`src/rtl/spatz_bank_arbiter_pkg.sv`:
```
// Shared types for the Spatz hybrid cache/SPM bank arbiter.
// Bank geometry is fixed here; the arbiter modules only choose Latency/MaxStall.
package spatz_bank_arb_pkg;

    localparam int unsigned NumBanks      = 8;
    localparam int unsigned DataWidth     = 32;
    localparam int unsigned BankAddrWidth = 8;
    localparam int unsigned StrbWidth     = DataWidth / 8;
    localparam int unsigned BankSelWidth  = $clog2(NumBanks);
    localparam int unsigned MemAddrWidth  = BankAddrWidth + BankSelWidth;

    // One bank access as seen by a data bank
    typedef struct packed {
        logic                     we;
        logic [BankAddrWidth-1:0] addr;
        logic [DataWidth-1:0]     data;
        logic [StrbWidth-1:0]     be;
    } bank_req_t;

    typedef enum logic {
        CACHE = 1'b0,
        SPM   = 1'b1
    } arb_sel_e;

    // Grant information carried alongside the bank read latency
    typedef struct packed {
        logic [NumBanks-1:0]     cache_rd;
        logic                    spm_rd;
        logic [BankSelWidth-1:0] spm_idx;
    } rsp_entry_t;

    function automatic logic [BankSelWidth:0] popcount(input logic [NumBanks-1:0] v);
        logic [BankSelWidth:0] n;
        n = '0;
        for (int i = 0; i < NumBanks; i++) n = n + {{BankSelWidth{1'b0}}, v[i]};
        return n;
    endfunction

endpackage

```
`src/rtl/spatz_bank_arbiter_if.sv`:
```
// Bus bundle of the bank arbiter: SPM port, per-bank cache ports, bank side, perf.
// slave = arbiter side, master = requester/bank environment side.
interface spatz_bank_arbiter_if;
    import spatz_bank_arb_pkg::*;

    logic                                     spm_valid_i;
    logic                                     spm_ready_o;
    logic                                     spm_we_i;
    logic [MemAddrWidth-1:0]                  spm_addr_i;
    logic [DataWidth-1:0]                     spm_wdata_i;
    logic [StrbWidth-1:0]                     spm_be_i;
    logic                                     spm_rvalid_o;
    logic [DataWidth-1:0]                     spm_rdata_o;

    logic [NumBanks-1:0]                      cache_valid_i;
    logic [NumBanks-1:0]                      cache_ready_o;
    logic [NumBanks-1:0]                      cache_we_i;
    logic [NumBanks-1:0][BankAddrWidth-1:0]   cache_addr_i;
    logic [NumBanks-1:0][DataWidth-1:0]       cache_wdata_i;
    logic [NumBanks-1:0][StrbWidth-1:0]       cache_be_i;
    logic [NumBanks-1:0]                      cache_rvalid_o;
    logic [NumBanks-1:0][DataWidth-1:0]       cache_rdata_o;

    logic [NumBanks-1:0]                      bank_req_o;
    logic [NumBanks-1:0]                      bank_we_o;
    logic [NumBanks-1:0][BankAddrWidth-1:0]   bank_addr_o;
    logic [NumBanks-1:0][DataWidth-1:0]       bank_wdata_o;
    logic [NumBanks-1:0][StrbWidth-1:0]       bank_be_o;
    logic [NumBanks-1:0][DataWidth-1:0]       bank_rdata_i;

    logic [31:0]                              spm_stall_cnt_o;
    logic [31:0]                              cache_stall_cnt_o;

    modport slave (
        input  spm_valid_i, spm_we_i, spm_addr_i, spm_wdata_i, spm_be_i,
        input  cache_valid_i, cache_we_i, cache_addr_i, cache_wdata_i, cache_be_i,
        input  bank_rdata_i,
        output spm_ready_o, spm_rvalid_o, spm_rdata_o,
        output cache_ready_o, cache_rvalid_o, cache_rdata_o,
        output bank_req_o, bank_we_o, bank_addr_o, bank_wdata_o, bank_be_o,
        output spm_stall_cnt_o, cache_stall_cnt_o
    );

    modport master (
        output spm_valid_i, spm_we_i, spm_addr_i, spm_wdata_i, spm_be_i,
        output cache_valid_i, cache_we_i, cache_addr_i, cache_wdata_i, cache_be_i,
        output bank_rdata_i,
        input  spm_ready_o, spm_rvalid_o, spm_rdata_o,
        input  cache_ready_o, cache_rvalid_o, cache_rdata_o,
        input  bank_req_o, bank_we_o, bank_addr_o, bank_wdata_o, bank_be_o,
        input  spm_stall_cnt_o, cache_stall_cnt_o
    );

endinterface

```
`src/rtl/spatz_bank_arbiter_slice.sv`:
```
// One bank: SPM-priority arbitration with a starvation counter that forces a
// cache grant after MaxStall consecutive lost conflicts.
module spatz_bank_arb_slice
    import spatz_bank_arb_pkg::*;
#(
    parameter int unsigned MaxStall = 4
) (
    input  logic      clk_i,
    input  logic      rst_i,
    input  logic      spm_valid,
    input  bank_req_t spm_req,
    input  logic      cache_valid,
    input  bank_req_t cache_req,
    output logic      spm_gnt,
    output logic      cache_gnt,
    output logic      bank_vld,
    output bank_req_t bank_req
);

    localparam int unsigned CntW = $clog2(MaxStall + 1);

    logic [CntW-1:0] cnt_q, cnt_d;
    logic            conflict, starve;
    arb_sel_e        sel;

    assign conflict = spm_valid && cache_valid;
    assign starve   = conflict && (cnt_q == CntW'(MaxStall));

    // Grant, payload mux and next starvation count
    always_comb begin
        spm_gnt   = spm_valid && !starve;
        cache_gnt = cache_valid && !spm_gnt;
        bank_vld  = spm_gnt || cache_gnt;
        sel       = spm_gnt ? SPM : CACHE;
        bank_req  = '0;
        if (bank_vld) bank_req = (sel == SPM) ? spm_req : cache_req;
        // only a lost conflict advances the count; anything else restarts it
        cnt_d     = (conflict && !starve) ? cnt_q + CntW'(1) : '0;
    end

    // Starvation counter register
    always_ff @(posedge clk_i or posedge rst_i) begin
        if (rst_i) cnt_q <= '0;
        else       cnt_q <= cnt_d;
    end

endmodule

```
`src/rtl/spatz_bank_arbiter.sv`:
```
// Spatz bank arbiter: SPM decode, per-bank arbitration slices, read-response
// routing through a Latency-deep grant pipeline, optional stall counters
// (enabled with `define SPATZ_BANK_ARB_PERF_EN).
module spatz_bank_arbiter
    import spatz_bank_arb_pkg::*;
#(
    parameter int unsigned Latency  = 1,
    parameter int unsigned MaxStall = 4
) (
    input  logic           clk_i,
    input  logic           rst_i,
    spatz_bank_arbiter_if.slave bus
);

    logic [BankSelWidth-1:0] sb;
    bank_req_t               spm_req;
    logic [NumBanks-1:0]     spm_bank_v, cache_v, spm_gnt, cache_gnt, bank_vld;
    bank_req_t               cache_req [NumBanks];
    bank_req_t               bank_q    [NumBanks];
    rsp_entry_t              rsp_in, rsp_out;
    rsp_entry_t              rsp_pipe  [Latency];

    assign sb      = bus.spm_addr_i[BankSelWidth-1:0];
    assign spm_req = '{we:   bus.spm_we_i,
                       addr: bus.spm_addr_i[MemAddrWidth-1:BankSelWidth],
                       data: bus.spm_wdata_i,
                       be:   bus.spm_be_i};

    for (genvar i = 0; i < NumBanks; i++) begin : g_bank
        // requests are masked during reset so nothing is granted or written
        assign spm_bank_v[i] = bus.spm_valid_i && !rst_i && (sb == BankSelWidth'(i));
        assign cache_v[i]    = bus.cache_valid_i[i] && !rst_i;
        assign cache_req[i]  = '{we:   bus.cache_we_i[i],
                                 addr: bus.cache_addr_i[i],
                                 data: bus.cache_wdata_i[i],
                                 be:   bus.cache_be_i[i]};

        spatz_bank_arb_slice #(.MaxStall(MaxStall)) u_slice (
            .clk_i       (clk_i),
            .rst_i       (rst_i),
            .spm_valid   (spm_bank_v[i]),
            .spm_req     (spm_req),
            .cache_valid (cache_v[i]),
            .cache_req   (cache_req[i]),
            .spm_gnt     (spm_gnt[i]),
            .cache_gnt   (cache_gnt[i]),
            .bank_vld    (bank_vld[i]),
            .bank_req    (bank_q[i])
        );
    end

    assign bus.spm_ready_o   = |spm_gnt;
    assign bus.cache_ready_o = cache_gnt;
    assign bus.bank_req_o    = bank_vld;

    // Unpack the granted payloads onto the bank bus
    always_comb begin
        for (int i = 0; i < NumBanks; i++) begin
            bus.bank_we_o[i]    = bank_q[i].we;
            bus.bank_addr_o[i]  = bank_q[i].addr;
            bus.bank_wdata_o[i] = bank_q[i].data;
            bus.bank_be_o[i]    = bank_q[i].be;
        end
    end

    assign rsp_in = '{cache_rd: cache_gnt & ~bus.cache_we_i,
                      spm_rd:   bus.spm_ready_o && !bus.spm_we_i,
                      spm_idx:  sb};

    // Grant info shifts along with the bank read latency; reset drops it all
    always_ff @(posedge clk_i or posedge rst_i) begin
        if (rst_i) begin
            for (int k = 0; k < Latency; k++) rsp_pipe[k] <= '0;
        end else begin
            rsp_pipe[0] <= rsp_in;
            for (int k = 1; k < Latency; k++) rsp_pipe[k] <= rsp_pipe[k-1];
        end
    end

    assign rsp_out = rsp_pipe[Latency-1];

    assign bus.spm_rvalid_o   = rsp_out.spm_rd;
    assign bus.spm_rdata_o    = rsp_out.spm_rd ? bus.bank_rdata_i[rsp_out.spm_idx] : '0;
    assign bus.cache_rvalid_o = rsp_out.cache_rd;

    // Route bank read data to the cache ports, zero when not valid
    always_comb begin
        for (int i = 0; i < NumBanks; i++)
            bus.cache_rdata_o[i] = rsp_out.cache_rd[i] ? bus.bank_rdata_i[i] : '0;
    end

`ifdef SPATZ_BANK_ARB_PERF_EN
    logic [31:0] spm_stall_q, cache_stall_q;

    // Stall accounting; both counters wrap naturally at 2^32
    always_ff @(posedge clk_i or posedge rst_i) begin
        if (rst_i) begin
            spm_stall_q   <= '0;
            cache_stall_q <= '0;
        end else begin
            if (bus.spm_valid_i && !bus.spm_ready_o) spm_stall_q <= spm_stall_q + 32'd1;
            cache_stall_q <= cache_stall_q
                           + 32'(popcount(bus.cache_valid_i & ~bus.cache_ready_o));
        end
    end

    assign bus.spm_stall_cnt_o   = spm_stall_q;
    assign bus.cache_stall_cnt_o = cache_stall_q;
`else
    assign bus.spm_stall_cnt_o   = '0;
    assign bus.cache_stall_cnt_o = '0;
`endif

endmodule

```
`src/flat_wrapper.sv`:
```
// flat-port wrapper written by rule: the top's interface ports become plain ports
module spatz_bank_arbiter_flat import spatz_bank_arb_pkg::*;
#(
    parameter int unsigned Latency  = 1,
    parameter int unsigned MaxStall = 4
)
  (clk_i, rst_i, bus_spm_valid_i, bus_spm_we_i, bus_spm_addr_i, bus_spm_wdata_i, bus_spm_be_i, bus_cache_valid_i, bus_cache_we_i, bus_cache_addr_i, bus_cache_wdata_i, bus_cache_be_i, bus_bank_rdata_i, bus_spm_ready_o, bus_spm_rvalid_o, bus_spm_rdata_o, bus_cache_ready_o, bus_cache_rvalid_o, bus_cache_rdata_o, bus_bank_req_o, bus_bank_we_o, bus_bank_addr_o, bus_bank_wdata_o, bus_bank_be_o, bus_spm_stall_cnt_o, bus_cache_stall_cnt_o);
  spatz_bank_arbiter_if bus_i ();
  input  logic clk_i;
  input  logic rst_i;
  input wire logic [$bits(bus_i.spm_valid_i)-1:0] bus_spm_valid_i;
  input wire logic [$bits(bus_i.spm_we_i)-1:0] bus_spm_we_i;
  input wire logic [$bits(bus_i.spm_addr_i)-1:0] bus_spm_addr_i;
  input wire logic [$bits(bus_i.spm_wdata_i)-1:0] bus_spm_wdata_i;
  input wire logic [$bits(bus_i.spm_be_i)-1:0] bus_spm_be_i;
  input wire logic [$bits(bus_i.cache_valid_i)-1:0] bus_cache_valid_i;
  input wire logic [$bits(bus_i.cache_we_i)-1:0] bus_cache_we_i;
  input wire logic [$bits(bus_i.cache_addr_i)-1:0] bus_cache_addr_i;
  input wire logic [$bits(bus_i.cache_wdata_i)-1:0] bus_cache_wdata_i;
  input wire logic [$bits(bus_i.cache_be_i)-1:0] bus_cache_be_i;
  input wire logic [$bits(bus_i.bank_rdata_i)-1:0] bus_bank_rdata_i;
  output wire logic [$bits(bus_i.spm_ready_o)-1:0] bus_spm_ready_o;
  output wire logic [$bits(bus_i.spm_rvalid_o)-1:0] bus_spm_rvalid_o;
  output wire logic [$bits(bus_i.spm_rdata_o)-1:0] bus_spm_rdata_o;
  output wire logic [$bits(bus_i.cache_ready_o)-1:0] bus_cache_ready_o;
  output wire logic [$bits(bus_i.cache_rvalid_o)-1:0] bus_cache_rvalid_o;
  output wire logic [$bits(bus_i.cache_rdata_o)-1:0] bus_cache_rdata_o;
  output wire logic [$bits(bus_i.bank_req_o)-1:0] bus_bank_req_o;
  output wire logic [$bits(bus_i.bank_we_o)-1:0] bus_bank_we_o;
  output wire logic [$bits(bus_i.bank_addr_o)-1:0] bus_bank_addr_o;
  output wire logic [$bits(bus_i.bank_wdata_o)-1:0] bus_bank_wdata_o;
  output wire logic [$bits(bus_i.bank_be_o)-1:0] bus_bank_be_o;
  output wire logic [$bits(bus_i.spm_stall_cnt_o)-1:0] bus_spm_stall_cnt_o;
  output wire logic [$bits(bus_i.cache_stall_cnt_o)-1:0] bus_cache_stall_cnt_o;
  assign bus_i.spm_valid_i = bus_spm_valid_i;
  assign bus_i.spm_we_i = bus_spm_we_i;
  assign bus_i.spm_addr_i = bus_spm_addr_i;
  assign bus_i.spm_wdata_i = bus_spm_wdata_i;
  assign bus_i.spm_be_i = bus_spm_be_i;
  assign bus_i.cache_valid_i = bus_cache_valid_i;
  assign bus_i.cache_we_i = bus_cache_we_i;
  assign bus_i.cache_addr_i = bus_cache_addr_i;
  assign bus_i.cache_wdata_i = bus_cache_wdata_i;
  assign bus_i.cache_be_i = bus_cache_be_i;
  assign bus_i.bank_rdata_i = bus_bank_rdata_i;
  assign bus_spm_ready_o = bus_i.spm_ready_o;
  assign bus_spm_rvalid_o = bus_i.spm_rvalid_o;
  assign bus_spm_rdata_o = bus_i.spm_rdata_o;
  assign bus_cache_ready_o = bus_i.cache_ready_o;
  assign bus_cache_rvalid_o = bus_i.cache_rvalid_o;
  assign bus_cache_rdata_o = bus_i.cache_rdata_o;
  assign bus_bank_req_o = bus_i.bank_req_o;
  assign bus_bank_we_o = bus_i.bank_we_o;
  assign bus_bank_addr_o = bus_i.bank_addr_o;
  assign bus_bank_wdata_o = bus_i.bank_wdata_o;
  assign bus_bank_be_o = bus_i.bank_be_o;
  assign bus_spm_stall_cnt_o = bus_i.spm_stall_cnt_o;
  assign bus_cache_stall_cnt_o = bus_i.cache_stall_cnt_o;
  spatz_bank_arbiter #(.Latency(Latency), .MaxStall(MaxStall)) u_core (.clk_i(clk_i), .rst_i(rst_i), .bus(bus_i));
endmodule
```
`config.mk`:
```
export PLATFORM = sky130hd
export DESIGN_NAME = spatz_bank_arbiter_flat
export DESIGN_NICKNAME = d
export VERILOG_FILES = /design/src/rtl/spatz_bank_arbiter_pkg.sv /design/src/rtl/spatz_bank_arbiter_if.sv /design/src/rtl/spatz_bank_arbiter_slice.sv /design/src/rtl/spatz_bank_arbiter.sv /design/src/flat_wrapper.sv
export SDC_FILE = /design/constraint.sdc
export NUM_CORES = 1
export LEC_CHECK = 0
export ABC_AREA = 0
export ABC_CLOCK_PERIOD_IN_PS = 1610
export BUFFER_PORTS_ARGS = -buffer_cell sky130_fd_sc_hd__buf_2
export CELL_PAD_IN_SITES_DETAIL_PLACEMENT = 0
export CELL_PAD_IN_SITES_GLOBAL_PLACEMENT = 1
export CORE_AREA = 2 2 544 546
export DETAILED_ROUTE_END_ITERATION = 10
export DIE_AREA = 0 0 546 548
export GPL_TIMING_DRIVEN = 1
export PLACE_DENSITY = 0.3
export SYNTH_ARGS = -nofsm -noshare
export SYNTH_HDL_FRONTEND = slang
export SYNTH_SLANG_ARGS = --single-unit
export TNS_END_PERCENT = 50
```
`constraint.sdc`:
```
create_clock -name clk_i -period 1.61 [get_ports clk_i]
set_input_delay 0 -clock clk_i [delete_from_list [all_inputs] [get_ports clk_i]]
set_output_delay 0 -clock clk_i [all_outputs]
set_load 0.01 [all_outputs]
```
==> impl_metrics.yaml, run 1 <==
sta:
  rsz0062_at_grt: "true"
  finClkSkew_ns: 0.0225
  drv_slew: 0
  setup_viol: 411
  slew_headroom: 0.167
  finalCritPeriodShare: 1.45
  finalHoldViolCount: 0
  period_needed_ns: 2.34
  timing.fmax_mhz: 428
  setup_slack_ns: -0.727
  fin_tns_setup_ns: -198.49
  worstMarginPinSlew_ns: 1.25
clock_tree:
  path_clk_slew_ns: 0.09
  clkSinkCount: 36
  clk_path_buf_depth: 2
  cts_tree: "done"
  cts_buffers: 5
  clk_latency_ns: 0.33
  cts_root_buf: "clkbuf_16"
  h-tree-depth: 2
place:
  port_buffers: 1348
  post_dp_cell_area_um2: 25200
  dp.cells: 7091
  gp_congestion: 0.872
  dp_hpwl_um: 188000
route:
  drt_wl_total_um: 224000
  first_pass_iters: 5
  avgViaCountPerCell: 2.84
  drc: 0
  wl_per_cell_um: 30.6
  routed-via-count: 20700
  drt_iter0_drc: 1039
  antenna_left: 0
yosys:
  synth_edf_count: 0
  synthFlopType: "dfrtp_1"
  ys_ff_latch: 36
  syn_area_um2: 11300
  syn_inst: 1730
  synth_seq_area_share: 0.0798
  synthDistinctLibCells: 34
  synth_warnings: 0
  synth.avg_cell_area_um2: 6.53
  async_flop_share: 1.00
outcome:
  status: "complete, but fails checks"
  violations: "setup timing"
hold_path:
  hold_end: "u_core.rsp_out[2]$_DFF_PP0_"
  hold_path.startpoint: "bus_spm_addr_i[2]"
  min_path_type: "primary input to register"
  holdPathStages: 2
global_route:
  grtUsageTotal: 0.142
  antenna_found_initial: 169
  overflow: 0
  grt_pass1_wl_um: 269000
  grt_pass1_vias: 21200
  grt_max_degree: 34
floorplanning:
  start_util: 0.0385
  dieHeight_um: 548
  die_x_um: 546
  row_count: 199
  die_area_um2: 299000
  io-pin-count: 1413
  core_um2: 293000
setup_path:
  worstSetupPathType: "register to output pin"
  crit_path_start_kind: "register"
  cp.arrival_ns: 2.34
  r2r_start: "u_core.g_bank[5].u_slice.cnt_q[0]$_DFF_PP0_"
  timing.rr.end: "u_core.bus.spm_rvalid_o$_DFF_PP0_"
  ff2ff_setup_slack_ns: -0.35
  crit_fanout: 6
  crit_path_start: "u_core.rsp_out[0]$_DFF_PP0_"
  critPathRequiredTime_ns: 1.61
  reg2regPathDepth: 8
  critPathCaptureType: "output pin"
power_and_ir_drop:
  power_density_nw_per_um2: 307
  vdd_drop_max_v: 0.000363
  p_leak_nw: 14.5
flow_run:
  maxCapViolCount: 0
final_layout:
  finalNetCount: 3998
  post-route-util: 0.106
  syn_to_final_growth_pct: 176
  drive_gt1_frac: 0.707
  final_cell_mix: "buf_2 (1235), nand2_1 (295), and2_1 (256)"
  stdcell_area_um2: 31100
  final_common_cell: "buf_2"
  final_cells: 7293
power by group:
part | switching (mW) | internal, mW
Combinational | 4.36 | 2.95
Sequential | 0.0401 | 0.921
Clock | 0.540 | 0.732
Total | 4.94 | 4.60
timing repair:
item                                   4_1_cts  5_1_grt
pin swaps                                  202      178
cloned                                      28        4
gates resized for setup                    652      366
endpoints found under the hold margin       12        0
buffers inserted                            80       34
hold buffers                                10        0
setup endpoints to repair                  423      423
cell type report:
type / count / area, µm²
fillers: 34500 / 262000
repair buffers: 1777 / 13100
multi-input cells: 1454 / 11700
well taps: 3919 / 4900
flip-flops and latches: 36 / 920
diodes: 66 / 165
clock buffers: 5 / 125
inverters: 33 / 124
clock inverters: 3 / 42.5
cell families after synthesis:
kind of cell	after synthesis	synth area share
AO/OA/AOI/OAI	377	0.216
XOR/XNOR	8	0.00621
adder cells (fa/ha/maj)	16	0.0177
buffers and inverters	303	0.151
flip-flops	36	0.0798
multiplexers	96	0.156
other	1	0.000332
AND/OR/NAND/NOR	893	0.373
per-stage QoR:
stage / total power, mW / setup WS, ns / hold slack (ns)
2_1_floorplan: 3.09 / -0.0374 / 0.0314
3_3_place_gp: 7.36 / -0.672 / 0.173
3_5_place_dp: 7.32 / -0.672 / 0.174
4_1_cts: 9.53 / -0.790 / 0.0261
5_1_grt: 10.0 / -0.786 / 0.0364
6_report: 9.54 / -0.727 / 0.0418
registers in the layout (all words and copies together) (netlist names):
signal and count:
u_core.bus.cache_rvalid_o 8, u_core.bus.spm_rvalid_o 1, u_core.rsp_out 3, u_core.g_bank.u_slice.cnt_q 24
cells in the mapped netlist (16+ instances only):
library cell  count  area share
clkbuf_1         80       0.027
a21oi_1         252        0.11
mux2i_1          32       0.028
nand2_1         514        0.17
a22o_1          108       0.084
nor2b_1          49       0.027
dfrtp_1          36       0.080
nor2_1           40       0.013
and2_1          256        0.14
mux4_2           64        0.13
buf_2            59       0.026
buf_4           114       0.076
inv_1            33       0.011
ha_1             16       0.018
how the worst max path moves through the flow:
stage | end | slack [ns]
6_report | bus_spm_rdata_o[6] | -0.73
5_1_grt | bus_spm_rdata_o[11] | -0.79
4_1_cts | bus_spm_rdata_o[8] | -0.79
3_5_place_dp | bus_spm_rdata_o[8] | -0.67
3_3_place_gp | bus_spm_rdata_o[8] | -0.67
2_1_floorplan | bus_bank_addr_o[56] | -0.04
per-layer routing:
layer  wire length, µm  share of wire  up-vias  GRT usage
li1                  -              -     8896          -
met1             75700           0.34    10100      0.139
met2            120000           0.54     1321      0.276
met3             15900          0.071      364     0.0389
met4             11100          0.050       56     0.0583
met5               381         0.0017        -          0
worst max-delay path: stages (launching register included):
cell and delay [ns]:
dfrtp_4 0.45, buf_8 0.14, buf_12 0.16, buf_6 0.12
mux4_2 0.54, mux2i_2 0.21, buf_4 0.19, nor2b_4 0.05
buf_6 0.11
(Power assumes the default switching activity.)
==> run 2: changes to the inputs <==
--- a/config.mk
+++ b/config.mk
@@ -17,2 +17,3 @@
 export PLACE_DENSITY = 0.3
+export SLEW_MARGIN = 20
 export SYNTH_ARGS = -nofsm -noshare
==> constraint.sdc (replaced) <==
create_clock -name clk_i -period 1.61 [get_ports clk_i]
set_input_delay 0.483 -clock clk_i [delete_from_list [all_inputs] [get_ports clk_i]]
set_output_delay 0.483 -clock clk_i [all_outputs]
set_load 0.01 [all_outputs]
==> run 2 against run 1 <==
Net effect:
- the flow still finishes with violations (setup timing)
- clock power decreased by 15%
- sequential share of layout area down 0.42 points
- via count is 4.7% higher
- fmax decreased by 19%
- hold slack improved by 0.30 ns
- count of clock-buffer cells in the layout is 1 higher
- first-iteration DRC count grew 8.1%
- routed wire length up 0.96%
- combinational power rose by 18%
- critical path depth grew 1
- final area rose by 17%
- sequential power down 2.6%
- critical endpoint is now bus_spm_rdata_o[16]
- highest routed layer unchanged
==> impl_metrics.yaml, run 2 (same netlist as run 1, synthesis figures left out) <==
outcome:
  status: "complete, but fails checks"
  violations: "setup timing"
clock_tree:
  clk_latency_ns: 0.30
  clkSinkCount: 36
  h-tree-depth: 2
  path_clk_slew_ns: 0.07
  cts_tree: "done"
  cts_hold_buf: 0
  cts_buffers: 5
  cts_root_buf: "clkbuf_16"
  clk_path_buf_depth: 2
hold_path:
  min_path_type: "primary input to register"
  hold_path.startpoint: "bus_cache_we_i[4]"
  hold_end: "u_core.bus.cache_rvalid_o[4]$_DFF_PP0_"
  holdPathStages: 2
global_route:
  grt_max_degree: 37
  grt_pass1_wl_um: 271000
  overflow: 0
  grt_pass1_vias: 22900
  grtUsageTotal: 0.140
  antenna_found_initial: 121
route:
  wl_met2_um: 122000
  drc: 0
  top_layer: "met5"
  avgViaCountPerCell: 2.85
  wl_per_cell_um: 29.6
  antenna_left: 0
  wl_met1_um: 78200
  drt_iter0_drc: 1123
  drt_wl_total_um: 226000
  dr_wl_met3_um: 13700
  first_pass_iters: 5
  routed-via-count: 21700
power_and_ir_drop:
  p_sw_frac: 0.491
  clockPowerShare: 0.101
  finalPower_mw: 10.6
  vdd_drop_max_v: 0.000364
  pwr-share-seq: 0.088
  comb_power_share: 0.811
  p_leak_nw: 17.2
  p_switching_mw: 5.22
  power_density_nw_per_um2: 293
  internal-power_mw: 5.41
final_layout:
  syn_to_final_growth_pct: 222
  final_cells: 7622
  final_common_cell: "buf_2"
  post-route-util: 0.124
  stdcell_area_um2: 36300
  largest_reg_flops: 24
  final_cell_mix: "buf_2 (1156), buf_4 (416), and2_1 (256)"
  finalNetCount: 4307
  largest_register: "u_core.g_bank.u_slice.cnt_q"
  drive_gt1_frac: 0.780
place:
  dp.cells: 7349
  dp_hpwl_um: 185000
  pre_cts_slack_ns: -1.43
  post_dp_cell_area_um2: 28800
  port_buffers: 1348
  gp_congestion: 0.914
sta:
  rsz0062_at_grt: "true"
  timing.fmax_mhz: 348
  drv_slew: 0
  finalCritPeriodShare: 1.79
  setup_viol: 683
  period_needed_ns: 2.88
  finClkSkew_ns: 0.00689
  finalHoldViolCount: 0
  fin_tns_setup_ns: -499.81
  setup_slack_ns: -1.27
  hold-worst-slack_ns: 0.344
setup_path:
  critPathCaptureType: "output pin"
  crit_path_start_kind: "register"
  crit_fanout: 8
  reg2regPathDepth: 10
  ff2ff_setup_slack_ns: -0.30
  critPathRequiredTime_ns: 1.13
  cp.arrival_ns: 2.39
  worstSetupPathType: "register to output pin"
  timing.rr.end: "u_core.bus.spm_rvalid_o$_DFF_PP0_"
  r2r_start: "u_core.g_bank[5].u_slice.cnt_q[0]$_DFF_PP0_"
floorplanning:
  dieHeight_um: 548
  die_x_um: 546
  row_count: 199
  start_util: 0.0385
  io-pin-count: 1413
  die_area_um2: 299000
  core_um2: 293000
flow_run:
  maxCapViolCount: 0
-- run 2: cell count changes in the layout (fill, tap and decap cells not counted), moves of 15 or more --
cell | before | now
diode_2 | 66 | 86
buf_12 | 110 | 198
a21oi_1 | 61 | 12
buf_2 | 1235 | 1156
buf_4 | 230 | 416
buf_8 | 26 | 41
nand2_2 | 75 | 130
nand2_1 | 295 | 230
a21oi_2 | 161 | 199
buf_6 | 128 | 227
-- run 2: worst max-delay path by stage --
stage / end / startpoint
2_1_floorplan: bus_bank_wdata_o[62] / rst_i
3_3_place_gp: bus_bank_be_o[22] / bus_spm_valid_i
3_5_place_dp: bus_bank_wdata_o[156] / rst_i
4_1_cts: bus_spm_rdata_o[16] / u_core.rsp_out[0]$_DFF_PP0_
5_1_grt: bus_spm_rdata_o[16] / u_core.rsp_out[0]$_DFF_PP0_
6_report: bus_spm_rdata_o[16] / u_core.rsp_out[0]$_DFF_PP0_
-- run 2: worst max-delay path: stages (launching register included) --
cell and delay (ns):
dfrtp_4 0.51, buf_12 0.14, buf_16 0.16, buf_16 0.17, buf_6 0.12, mux4_2 0.43, mux2i_1 0.21, buf_4 0.18
nor2b_4 0.04, buf_6 0.11
-- run 2: area by class of cell --
type                       instances  area [µm²]
timing repair buffer            2086       17300
sequential                        36         921
antenna                           86         215
clock buffer                       6         139
inverter                          33         124
multi-input combinational       1454       12600
tap                             3919        4900
fill                           34200      257000
clock inverter                     2        10.0
-- run 2: power by group through the flow --
stage | clock [mW] | sequential (mW) | combinational [mW]
6_report | 1.08 | 0.937 | 8.62
5_1_grt | 1.14 | 0.938 | 9.06
4_1_cts | 1.10 | 0.937 | 8.35
3_5_place_dp | 0 | 0.954 | 7.20
3_3_place_gp | 0 | 0.953 | 7.22
2_1_floorplan | 0 | 0.947 | 2.37
-- run 2: routing by layer --
layer | track usage | vias up
li1 | - | 9530
met1 | 0.143 | 10600
met2 | 0.274 | 1273
met3 | 0.0296 | 276
met4 | 0.0552 | 34
met5 | 0 | -
-- run 2: repair_timing --
item | CTS | global route
pin swaps | 219 | 245
gates cloned | 29 | 11
buffers inserted | 123 | 72
endpoints found under the setup margin | 684 | 684
gates resized for setup | 747 | 468
